`src/rtl/regfile_wb_arbiter_pkg.sv`:
```
// Shared constants and requester ids for the register-file writeback arbiter.
package regfile_wb_arbiter_pkg;

  localparam int ADDR_W      = 5;
  localparam int DATA_W      = 32;
  localparam int NUM_REQ_DEF = 3;
  localparam int GID_W       = 3;

  localparam logic [ADDR_W-1:0] ZERO_REG = 5'd0;

  typedef enum logic [GID_W-1:0] {
    REQ_ALU    = 3'd0,
    REQ_LOAD   = 3'd1,
    REQ_MULDIV = 3'd2
  } req_id_e;

endpackage

```
`src/rtl/regfile_wb_arbiter_if.sv`:
```
// Writeback request bus plus the registered write-port outputs toward reg_file.
interface regfile_wb_arbiter_if
  import regfile_wb_arbiter_pkg::*;
#(
  parameter int NUM_REQ = NUM_REQ_DEF
);

  logic [NUM_REQ-1:0]        req_valid;
  logic [NUM_REQ*ADDR_W-1:0] req_addr;
  logic [NUM_REQ*DATA_W-1:0] req_data;
  logic [NUM_REQ-1:0]        req_ready;
  logic                      reg_write;
  logic [ADDR_W-1:0]         write_addr;
  logic [DATA_W-1:0]         write_data;
  logic [GID_W-1:0]          grant_id;
  logic                      busy;

  modport master (
    output req_valid, req_addr, req_data,
    input  req_ready, reg_write, write_addr, write_data, grant_id, busy
  );

  modport slave (
    input  req_valid, req_addr, req_data,
    output req_ready, reg_write, write_addr, write_data, grant_id, busy
  );

endinterface

```
`src/rtl/regfile_wb_arbiter_rr_arbiter.sv`:
```
// Combinational round-robin picker: first set request at or after ptr, wrapping.
module rr_arbiter #(
  parameter int N     = 3,
  parameter int PTR_W = 2
) (
  input  logic [N-1:0]     req,
  input  logic [PTR_W-1:0] ptr,
  output logic [N-1:0]     gnt,
  output logic [PTR_W-1:0] gnt_idx,
  output logic             gnt_any
);

  int idx;

  // NOTE: every comb output gets a default before the scan so no latch is inferred.
  always_comb begin
    gnt     = '0;
    gnt_idx = '0;
    gnt_any = 1'b0;
    idx     = 0;
    for (int off = 0; off < N; off++) begin
      idx = (int'(ptr) + off) % N;
      if (!gnt_any && req[idx]) begin
        gnt[idx] = 1'b1;
        gnt_idx  = PTR_W'(idx);
        gnt_any  = 1'b1;
      end
    end
  end

endmodule

```
`src/rtl/regfile_wb_arbiter.sv`:
```
// Shares the single reg_file write port among NUM_REQ writeback sources.
module regfile_wb_arbiter
  import regfile_wb_arbiter_pkg::*;
#(
  parameter int NUM_REQ = NUM_REQ_DEF
) (
  input logic                  clk,
  input logic                  reset,
  regfile_wb_arbiter_if.slave  bus
);

  localparam int PTR_W = (NUM_REQ > 1) ? $clog2(NUM_REQ) : 1;

  logic [NUM_REQ-1:0] eligible;
  logic [NUM_REQ-1:0] zero_hit;
  logic [NUM_REQ-1:0] gnt;
  logic [PTR_W-1:0]   gnt_idx;
  logic               gnt_any;
  logic [PTR_W-1:0]   ptr;
  logic [ADDR_W-1:0]  sel_addr;
  logic [DATA_W-1:0]  sel_data;

  logic               reg_write_q;
  logic [ADDR_W-1:0]  write_addr_q;
  logic [DATA_W-1:0]  write_data_q;
  logic [GID_W-1:0]   grant_id_q;

  // Writes to r0 are acknowledged immediately and never compete for the port.
  always_comb begin
    eligible = '0;
    zero_hit = '0;
    for (int i = 0; i < NUM_REQ; i++) begin
      eligible[i] = bus.req_valid[i] && (bus.req_addr[i*ADDR_W +: ADDR_W] != ZERO_REG);
      zero_hit[i] = bus.req_valid[i] && (bus.req_addr[i*ADDR_W +: ADDR_W] == ZERO_REG);
    end
  end

  rr_arbiter #(
    .N     (NUM_REQ),
    .PTR_W (PTR_W)
  ) u_rr (
    .req     (eligible),
    .ptr     (ptr),
    .gnt     (gnt),
    .gnt_idx (gnt_idx),
    .gnt_any (gnt_any)
  );

  always_comb begin
    sel_addr = '0;
    sel_data = '0;
    for (int i = 0; i < NUM_REQ; i++) begin
      if (gnt[i]) begin
        sel_addr = bus.req_addr[i*ADDR_W +: ADDR_W];
        sel_data = bus.req_data[i*DATA_W +: DATA_W];
      end
    end
  end

  // NOTE: sequential state uses non-blocking assignments; reset is synchronous, sampled at posedge.
  always_ff @(posedge clk) begin
    if (reset) begin
      ptr          <= '0;
      reg_write_q  <= 1'b0;
      write_addr_q <= '0;
      write_data_q <= '0;
      grant_id_q   <= '0;
    end else begin
      reg_write_q <= gnt_any;
      if (gnt_any) begin
        ptr          <= (gnt_idx == PTR_W'(NUM_REQ - 1)) ? '0 : gnt_idx + 1'b1;
        write_addr_q <= sel_addr;
        write_data_q <= sel_data;
        grant_id_q   <= GID_W'(gnt_idx);
      end
    end
  end

  // Ready is independent of the output stage, which drains every cycle.
  assign bus.req_ready  = reset ? '0 : (gnt | zero_hit);
  assign bus.reg_write  = reg_write_q;
  assign bus.write_addr = write_addr_q;
  assign bus.write_data = write_data_q;
  assign bus.grant_id   = grant_id_q;
  assign bus.busy       = (|bus.req_valid) | reg_write_q;

endmodule
```
`src/flat_wrapper.sv`:
```
// flat-port wrapper written by rule: the top's interface ports become plain ports
module regfile_wb_arbiter_flat import regfile_wb_arbiter_pkg::*;
#(
  parameter int NUM_REQ = NUM_REQ_DEF
)
  (clk, reset, bus_req_valid, bus_req_addr, bus_req_data, bus_req_ready, bus_reg_write, bus_write_addr, bus_write_data, bus_grant_id, bus_busy);
  regfile_wb_arbiter_if #(.NUM_REQ(NUM_REQ)) bus_i ();
  input logic clk;
  input logic reset;
  input wire logic [$bits(bus_i.req_valid)-1:0] bus_req_valid;
  input wire logic [$bits(bus_i.req_addr)-1:0] bus_req_addr;
  input wire logic [$bits(bus_i.req_data)-1:0] bus_req_data;
  output wire logic [$bits(bus_i.req_ready)-1:0] bus_req_ready;
  output wire logic [$bits(bus_i.reg_write)-1:0] bus_reg_write;
  output wire logic [$bits(bus_i.write_addr)-1:0] bus_write_addr;
  output wire logic [$bits(bus_i.write_data)-1:0] bus_write_data;
  output wire logic [$bits(bus_i.grant_id)-1:0] bus_grant_id;
  output wire logic [$bits(bus_i.busy)-1:0] bus_busy;
  assign bus_i.req_valid = bus_req_valid;
  assign bus_i.req_addr = bus_req_addr;
  assign bus_i.req_data = bus_req_data;
  assign bus_req_ready = bus_i.req_ready;
  assign bus_reg_write = bus_i.reg_write;
  assign bus_write_addr = bus_i.write_addr;
  assign bus_write_data = bus_i.write_data;
  assign bus_grant_id = bus_i.grant_id;
  assign bus_busy = bus_i.busy;
  regfile_wb_arbiter #(.NUM_REQ(NUM_REQ)) u_core (.clk(clk), .reset(reset), .bus(bus_i));
endmodule
```
`config.mk`:
```
export PLATFORM = sky130hd
export DESIGN_NAME = regfile_wb_arbiter_flat
export DESIGN_NICKNAME = d
export VERILOG_FILES = /design/src/rtl/regfile_wb_arbiter_pkg.sv /design/src/rtl/regfile_wb_arbiter_if.sv /design/src/rtl/regfile_wb_arbiter_rr_arbiter.sv /design/src/rtl/regfile_wb_arbiter.sv /design/src/flat_wrapper.sv
export SDC_FILE = /design/constraint.sdc
export NUM_CORES = 1
export LEC_CHECK = 0
export ABC_AREA = 1
export CORE_MARGIN = 1.5
export CORE_UTILIZATION = 43
export CTS_BUF_LIST = sky130_fd_sc_hd__clkbuf_4
export DETAILED_ROUTE_END_ITERATION = 10
export GPL_TIMING_DRIVEN = 0
export PLACE_DENSITY = 0.89
export SYNTH_ARGS = -nofsm -noshare
export SYNTH_HDL_FRONTEND = slang
export SYNTH_HIERARCHICAL = 1
export SYNTH_SLANG_ARGS = --single-unit
```
`constraint.sdc`:
```
create_clock -name clk -period 3.35 [get_ports clk]
set_input_delay 0.5025 -clock clk [delete_from_list [all_inputs] [get_ports clk]]
set_output_delay 0.5025 -clock clk [all_outputs]
set_load 0.1 [all_outputs]
```
==> metrics.yaml, run 1 <==
global_routing:
  grt_antenna_before_repair: 0
  grt_pass1_vias: 3603
  grt_use_total: 0.281
  grt_overflow_total: 0
  grt_start_max_net_pins: 13
  grt_pass1_wl_um: 16500
synthesis:
  syn-instance-count: 476
  synthTopCellsByArea: "dfxtp_1 (29%), nand2_1 (19%), a21oi_1 (14%)"
  syn_area_per_cell_um2: 6.02
  ys_seq_area_frac: 0.293
  yosys.area.top_type: "dfxtp_1"
  syn_area_um2: 2870
  ys_ff_latch: 42
  yosysUniqueCellTypes: 23
  syn_nets: 596
  synth_top_area_share: 0.293
  yosys_warnings: 6
sta:
  finalSetupViolCount: 0
  maxSlewViolCount: 0
  period_share: 0.971
  period_needed_ps: 3250
  finalHoldViolCount: 0
  max_freq_mhz: 307
  tightest_slew_ps: 1010
  fin_worst_skew_ps: 2.43
  slew_headroom: 0.323
  rsz0062_at_grt: "yes"
route:
  num_vias: 3866
  wl_per_cell_um: 14.9
  ant_nets: 0
  wirelength_um: 10700
  wl_met2_um: 5460
  met1_length_um: 4090
  routed.top_layer: "met4"
  vias_per_cell: 5.38
  drtIter0Drc: 293
  wl_met3_um: 937
  drc_errors: 0
  firstDrtPassIters: 6
worst_setup_path:
  start_kind: "primary input"
  worstPathRequired_ps: 2850
  cp-end-kind: "output pin"
  crit_arrival_ps: 2750
  crit_fanout: 10
  critPathKind: "in -> out"
layout:
  final_nets: 761
  drive_gt1_frac: 0.0981
  num_antenna_cells: 0
  area_delta_synth_final_pct: 63.5
  fillCellCount: 524
  seqCellArea_um2: 842
  final_area_um2: 4690
  multi_input_area_um2: 1690
  utilization: 0.734
clock_tree:
  numCtsBuffers: 5
  clock_sinks: 42
  cts_htree_levels: 2
  worstSkewPairLatency_ps: 370
  cts_tree: "yes"
  cts_root_buf: "clkbuf_4"
  cts_hold_buf: 0
  clk_path_buf_depth: 2
  postCtsSetupRepairBufs: 0
  cts.clk_slew.worst_paths_ps: 130
floorplanning:
  ios: 161
  start_util: 0.449
  rows: 29
  die_y_um: 84.6
  coreArea_um2: 6390
  die_w_um: 84.6
  die-area_um2: 7160
min_path:
  hold_path.class: "in -> reg"
outcome:
  status: "complete, no violations"
placement:
  numPortBuffers: 158
  placed_area_um2: 4560
  hpwl_um: 8010
  routabilityCongestion: 0.976
flow_run:
  max_cap_violations: 0
==> registers in the layout (all words and copies together), names as in the netlist <==
name                   count
u_core/bus.grant_id        2
u_core/bus.write_data     32
u_core/ptr                 2
u_core/bus.reg_write       1
u_core/bus.write_addr      5
==> cell usage in the layout (no fill, tap or decap) <==
master           synthesis  layout
a21oi_1                 81      78
clkinv_1                 1       1
buf_8                    0       1
dfxtp_1                 42      41
bufinv_16                0       1
nor2_1                  84      82
ha_1                     4       3
clkbuf_1                 3       3
or2_1                    1       1
o21ai_0                  1       1
nor2_2                   0       2
inv_2                    9       9
a21oi_2                  0       3
nand4_1                  3       3
dfxtp_2                  0       1
buf_12                   0       3
clkbuf_4                 0       7
buf_4                    4       3
ha_2                     0       1
clkdlybuf4s50_1          0     155
nand2_4                  1       1
buf_6                   15      15
conb_1                   1       1
o21ai_2                  1       1
a2bb2oi_1                1       1
nand2_2                  1       2
nand3_2                  1       1
o31ai_4                  1       1
nand2_1                144     143
inv_1                   15      15
buf_2                   11      11
nand3_1                 51      51
==> through the flow <==
stage                     setup slack (ps)  instances  TNS (ps)  hold slack, ps
after detailed placement              -794        711     -2270             455
final                                 96.3        719         0             399
after global routing                 -40.3        719     -93.1             390
after floorplan                        362        476         0             478
after global placement                -707        711     -2010             450
after CTS                             42.0        719         0             389
==> routing by layer <==
layer | track usage | vias to the layer above
met5 | 0 | -
met4 | 0.114 | 0
met3 | 0.0600 | 23
met2 | 0.494 | 221
met1 | 0.333 | 1768
li1 | - | 1854
==> cells by family after synthesis <==
group / Yosys count / share of synthesized area
compound gates: 85 / 0.157
fa+ha+maj: 4 / 0.0175
buf+inv: 58 / 0.125
flops: 42 / 0.293
other cells: 1 / 0.00131
simple gates: 286 / 0.406
==> critical path, stage by stage <==
cell and delay, ps:
clkdlybuf4s50_1 460, nor2_2 160, nand3_1 110, nand2_1 70, inv_1 70, nand2_1 90
nand3_2 100, nand2_4 100, nand2_1 80, inv_2 80, nand3_1 70, nand2_1 120
buf_6 160, buf_8 150, inv_1 60, a21oi_2 170, buf_12 190
==> Yosys cell counts, drive strengths merged <==
master   count
a2bb2oi      1
nand3       52
buf         30
inv         24
o31ai        1
nand4        3
conb         1
clkbuf       3
dfxtp       42
o21ai        2
ha           4
or2          1
a21oi       81
clkinv       1
nand2      146
nor2        84
==> worst paths after layout <==
kind / slack, ps / start / cells after the start / end
min: 400 / reset / 2 / u_core/bus.write_data[5]$_SDFFE_PP0P_
max reg2reg: 970 / u_core/ptr[0]$_SDFFE_PP0P_ / 12 / u_core/bus.write_addr[4]$_SDFFE_PP0P_
max: 100 / bus_req_addr[5] / 17 / bus_req_ready[0]
min reg2reg: 470 / u_core/bus.write_data[19]$_SDFFE_PP0P_ / 2 / u_core/bus.write_data[19]$_SDFFE_PP0P_
==> area by class of cell <==
cell class | count | share of cell area
tap | 77 | 0.0206
multi-input combinational | 376 | 0.360
clock buffer | 7 | 0.0112
sequential | 42 | 0.180
clock inverter | 1 | 0.00641
buffer | 33 | 0.0582
timing repair buffer | 158 | 0.344
inverter | 25 | 0.0200
==> timing repair <==
item | CTS | global route
setup endpoints to repair | 3 | 3
gates resized for setup | 18 | 16
pin swaps | 0 | 1
Power of run 1 is left out: the tool's default activity adds up to more than one toggle a clock period on the data nets, which glitch-free logic cannot reach.
==> run 2, diff against run 1 <==
- SETUP_SLACK_MARGIN: default -> 0.05
==> metrics.yaml, run 2 (synthesized netlist as in run 1, its figures left out) <==
clock_tree:
  cts.clk_slew.worst_paths_ps: 130
  cts_htree_levels: 2
  clock_sinks: 42
  cts_tree: "yes"
  numCtsBuffers: 5
  cts_hold_buf: 0
  cts_root_buf: "clkbuf_4"
  clk_path_buf_depth: 2
  worstSkewPairLatency_ps: 370
global_routing:
  grt_use_total: 0.281
  grt_antenna_before_repair: 0
  grt_start_max_net_pins: 13
  grt_pass1_wl_um: 16500
  grt_overflow_total: 0
  grt_pass1_vias: 3603
floorplanning:
  die_y_um: 84.6
  die_w_um: 84.6
  ios: 161
  rows: 29
  die-area_um2: 7160
  start_util: 0.449
  coreArea_um2: 6390
placement:
  numPortBuffers: 158
  dp_worst_setup_slack_ps: -794
  routabilityCongestion: 0.976
  hpwl_um: 8010
route:
  drc_errors: 0
  ant_nets: 0
  wirelength_um: 10800
  wl_per_cell_um: 15.0
  firstDrtPassIters: 7
  vias_per_cell: 5.37
  drtIter0Drc: 272
  num_vias: 3863
layout:
  area_delta_synth_final_pct: 64.4
  fillCellCount: 516
  final_nets: 762
  num_antenna_cells: 0
  largest_register_ffs: 32
  drive_gt1_frac: 0.101
  seqCellArea_um2: 842
  mostFrequentLayoutCells: "clkdlybuf4s50_1 (155), nand2_1 (142), nor2_1 (82)"
  utilization: 0.738
  multi_input_area_um2: 1710
  mostFrequentLayoutCell: "clkdlybuf4s50_1"
sta:
  slew_headroom: 0.321
  finalHoldViolCount: 0
  tightest_slew_ps: 1020
  timing.hold.ws_ps: 400
  period_share: 0.953
  fin_ws_ps: 157
  finalSetupViolCount: 0
  rsz0062_at_grt: "yes"
  period_needed_ps: 3190
  finalSetupTns_ps: 0
  maxSlewViolCount: 0
  fin_worst_skew_ps: 1.71
  max_freq_mhz: 313
worst_setup_path:
  cp-end-kind: "output pin"
  crit_fanout: 10
  endpoint: "bus_req_ready[0]"
  critPathKind: "in -> out"
  rrSetupSlack_ps: 910
  crit_arrival_ps: 2690
  worstRegToRegCells: 17
  start_kind: "primary input"
  rr_endpoint: "u_core/bus.write_data[14]$_SDFFE_PP0P_"
  crit_path_start: "bus_req_addr[6]"
  reg2reg_from: "u_core/ptr[0]$_SDFFE_PP0P_"
  worstPathRequired_ps: 2850
flow_run:
  max_cap_violations: 0
outcome:
  status: "complete, no violations"
min_path:
  hold_path.class: "in -> reg"
[run 2: timing repair]
action | in CTS | in global routing
setup endpoints to repair | 3 | 3
gates resized for setup | 18 | 19
setup buffers | 0 | 2
pin swaps | 0 | 3
hold endpoints to repair | 0 | 0
gates cloned | 0 | 0
[run 2: worst min-delay path by stage]
stage | cells past startpoint | from | slack, ps | endpoint
final | 2 | reset | 400 | u_core/bus.write_data[5]$_SDFFE_PP0P_
after global routing | 2 | reset | 390 | u_core/bus.write_data[8]$_SDFFE_PP0P_
after floorplan | 2 | u_core/ptr[0]$_SDFFE_PP0P_ | 480 | u_core/ptr[0]$_SDFFE_PP0P_
after global placement | 2 | u_core/bus.write_data[24]$_SDFFE_PP0P_ | 450 | u_core/bus.write_data[24]$_SDFFE_PP0P_
after CTS | 2 | reset | 390 | u_core/bus.write_data[5]$_SDFFE_PP0P_
after detailed placement | 2 | u_core/bus.write_data[27]$_SDFFE_PP0P_ | 450 | u_core/bus.write_data[27]$_SDFFE_PP0P_
[run 2: layer usage]
metal | GRT usage | vias up | share of wire
met3 | 0.0600 | 26 | 0.088
met2 | 0.494 | 234 | 0.51
met5 | 0 | - | 0
li1 | - | 1859 | -
met4 | 0.114 | 0 | 0.021
met1 | 0.333 | 1744 | 0.38
[run 2: critical path, stage by stage]
cell	delay, ps
clkdlybuf4s50_1	450
nor2_2	180
nand3_1	100
nand2_1	70
inv_1	70
nand2_1	90
nand3_2	100
nand2_4	100
nand2_1	80
inv_2	80
nand3_1	80
nand2_1	120
buf_6	110
buf_6	140
inv_1	60
a21oi_2	170
buf_12	190
[run 2: final cells by class]
type	count	area share
multi-input combinational	376	0.362
timing repair buffer	160	0.345
sequential	42	0.179
buffer	32	0.0560
inverter	25	0.0204
tap	77	0.0204
clock buffer	7	0.0111
clock inverter	1	0.00637
[run 2: per-stage QoR]
stage	area (um^2)	std cells
2_1_floorplan	2880	476
3_3_place_gp	4560	711
3_5_place_dp	4560	711
4_1_cts	4630	719
5_1_grt	4710	720
6_report	4710	720
Power of run 2 is left out for the same reason.
==> run 3, diff against run 2 <==
- CORE_UTILIZATION: 43 -> 42
- CTS_BUF_LIST: sky130_fd_sc_hd__clkbuf_4 -> sky130_fd_sc_hd__clkbuf_4 sky130_fd_sc_hd__clkbuf_8 sky130_fd_sc_hd__clkbuf_16
- CTS_CLUSTER_SIZE: default -> 30
- PLACE_DENSITY: 0.89 -> 0.87
- SLEW_MARGIN: default -> 15
==> metrics.yaml, run 3 (synthesized netlist as in run 1, its figures left out) <==
clock_tree:
  numCtsBuffers: 5
  cts_htree_levels: 2
  cts.clk_slew.worst_paths_ps: 80
  clk_path_buf_depth: 2
  worstSkewPairLatency_ps: 300
  cts_tree: "yes"
  cts_root_buf: "clkbuf_8"
  clock_sinks: 42
sta:
  max_freq_mhz: 314
  timing.hold.ws_ps: 468
  fin_worst_skew_ps: 4.26
  period_needed_ps: 3180
  tightest_slew_ps: 1010
  finalSetupViolCount: 0
  slew_headroom: 0.323
  maxSlewViolCount: 0
  period_share: 0.950
  rsz0062_at_grt: "no"
  finalSetupTns_ps: 0
  finalHoldViolCount: 0
route:
  num_vias: 3758
  wirelength_um: 10500
  drtIter0Drc: 179
  vias_per_cell: 5.21
  drc_errors: 10
  ant_nets: 0
  firstDrtPassIters: 8
  wl_per_cell_um: 14.6
floorplanning:
  start_util: 0.444
  die_y_um: 85.6
  coreArea_um2: 6460
  die-area_um2: 7330
  die_w_um: 85.6
  ios: 161
  rows: 29
layout:
  num_antenna_cells: 0
  mostFrequentLayoutCell: "clkdlybuf4s50_1"
  area_delta_synth_final_pct: 64.0
  largest_register_ffs: 32
  final_area_um2: 4700
  mostFrequentLayoutCells: "clkdlybuf4s50_1 (155), nand2_1 (143), nor2_1 (81)"
  final_nets: 763
  drive_gt1_frac: 0.0994
  finalNonFillerCells: 721
placement:
  placed_area_um2: 4560
  place_inst: 711
  numPortBuffers: 158
  hpwl_um: 7870
  routabilityCongestion: 0.907
global_routing:
  grt_antenna_before_repair: 0
  grt_use_total: 0.275
  grt_pass1_wl_um: 16200
  grt_start_max_net_pins: 13
  grt_pass1_vias: 3603
  grt_overflow_total: 0
flow_run:
  max_cap_violations: 0
worst_setup_path:
  crit_chain: "clkdlybuf4s50_1, nor2_1, nand3_1, nand2_1, inv_1, inv_2, o21ai_2, nand2_4, nand2_1, inv_2, nand3_1, nand2_1, inv_2, buf_2, a21oi_2, buf_6"
  slowest_stage: "clkdlybuf4s50_1"
  crit_buf_inv: 7
  crit_fanout: 10
  start_kind: "primary input"
  critPathTopFamily: "buffers and inverters"
  cp-end-kind: "output pin"
  crit_arrival_ps: 2680
  slowest_delay_ps: 430
  critPathKind: "in -> out"
  worstPathRequired_ps: 2850
outcome:
  status: "finished, violations left"
  violations: "DRC"
min_path:
  hold_path.class: "reg -> reg"
-- run 3: repair_timing --
item                                    in CTS  in global routing
pin swaps                                    0                  1
endpoints found under the setup margin       3                  3
buffers inserted                             0                  2
hold buffers                                 0                  0
gates resized for setup                     17                 15
-- run 3: final cells by class --
class | instances | area [um^2]
inverter | 25 | 96.3
sequential | 42 | 841
fill | 550 | 1760
clock buffer | 7 | 90.1
tap | 77 | 96.3
clock inverter | 1 | 5.00
buffer | 33 | 273
timing repair buffer | 160 | 1610
multi-input combinational | 376 | 1690
-- run 3: worst paths after layout --
check / to / slack, ps / cells past startpoint / from
worst max-delay path: bus_req_ready[1] / 170 / 16 / bus_req_addr[13]
worst min-delay path: u_core/bus.write_data[14]$_SDFFE_PP0P_ / 470 / 2 / u_core/bus.write_data[14]$_SDFFE_PP0P_
worst max register to register: u_core/bus.write_data[18]$_SDFFE_PP0P_ / 870 / 12 / u_core/ptr[0]$_SDFFE_PP0P_
worst min register to register: u_core/bus.write_data[14]$_SDFFE_PP0P_ / 470 / 2 / u_core/bus.write_data[14]$_SDFFE_PP0P_
-- run 3: tightest hold or removal path: stages, from the launching register on --
cell,delay [ps]
dfxtp_1,310
nand2_1,60
a21oi_1,60
-- run 3: metal layers --
metal  vias to the layer above  wire [um]  GRT usage
li1                       1857          -          -
met1                      1668       4190      0.327
met2                       194       5060      0.480
met3                        39        824     0.0472
met4                         0        453      0.133
met5                         -          0          0
-- run 3: through the flow --
stage,setup slack (ps),util
6_report,167,0.728
5_1_grt,22.8,0.728
4_1_cts,64.9,0.719
3_5_place_dp,-746,0.705
3_3_place_gp,-726,0.705
2_1_floorplan,362,-
Power of run 3 is left out for the same reason.
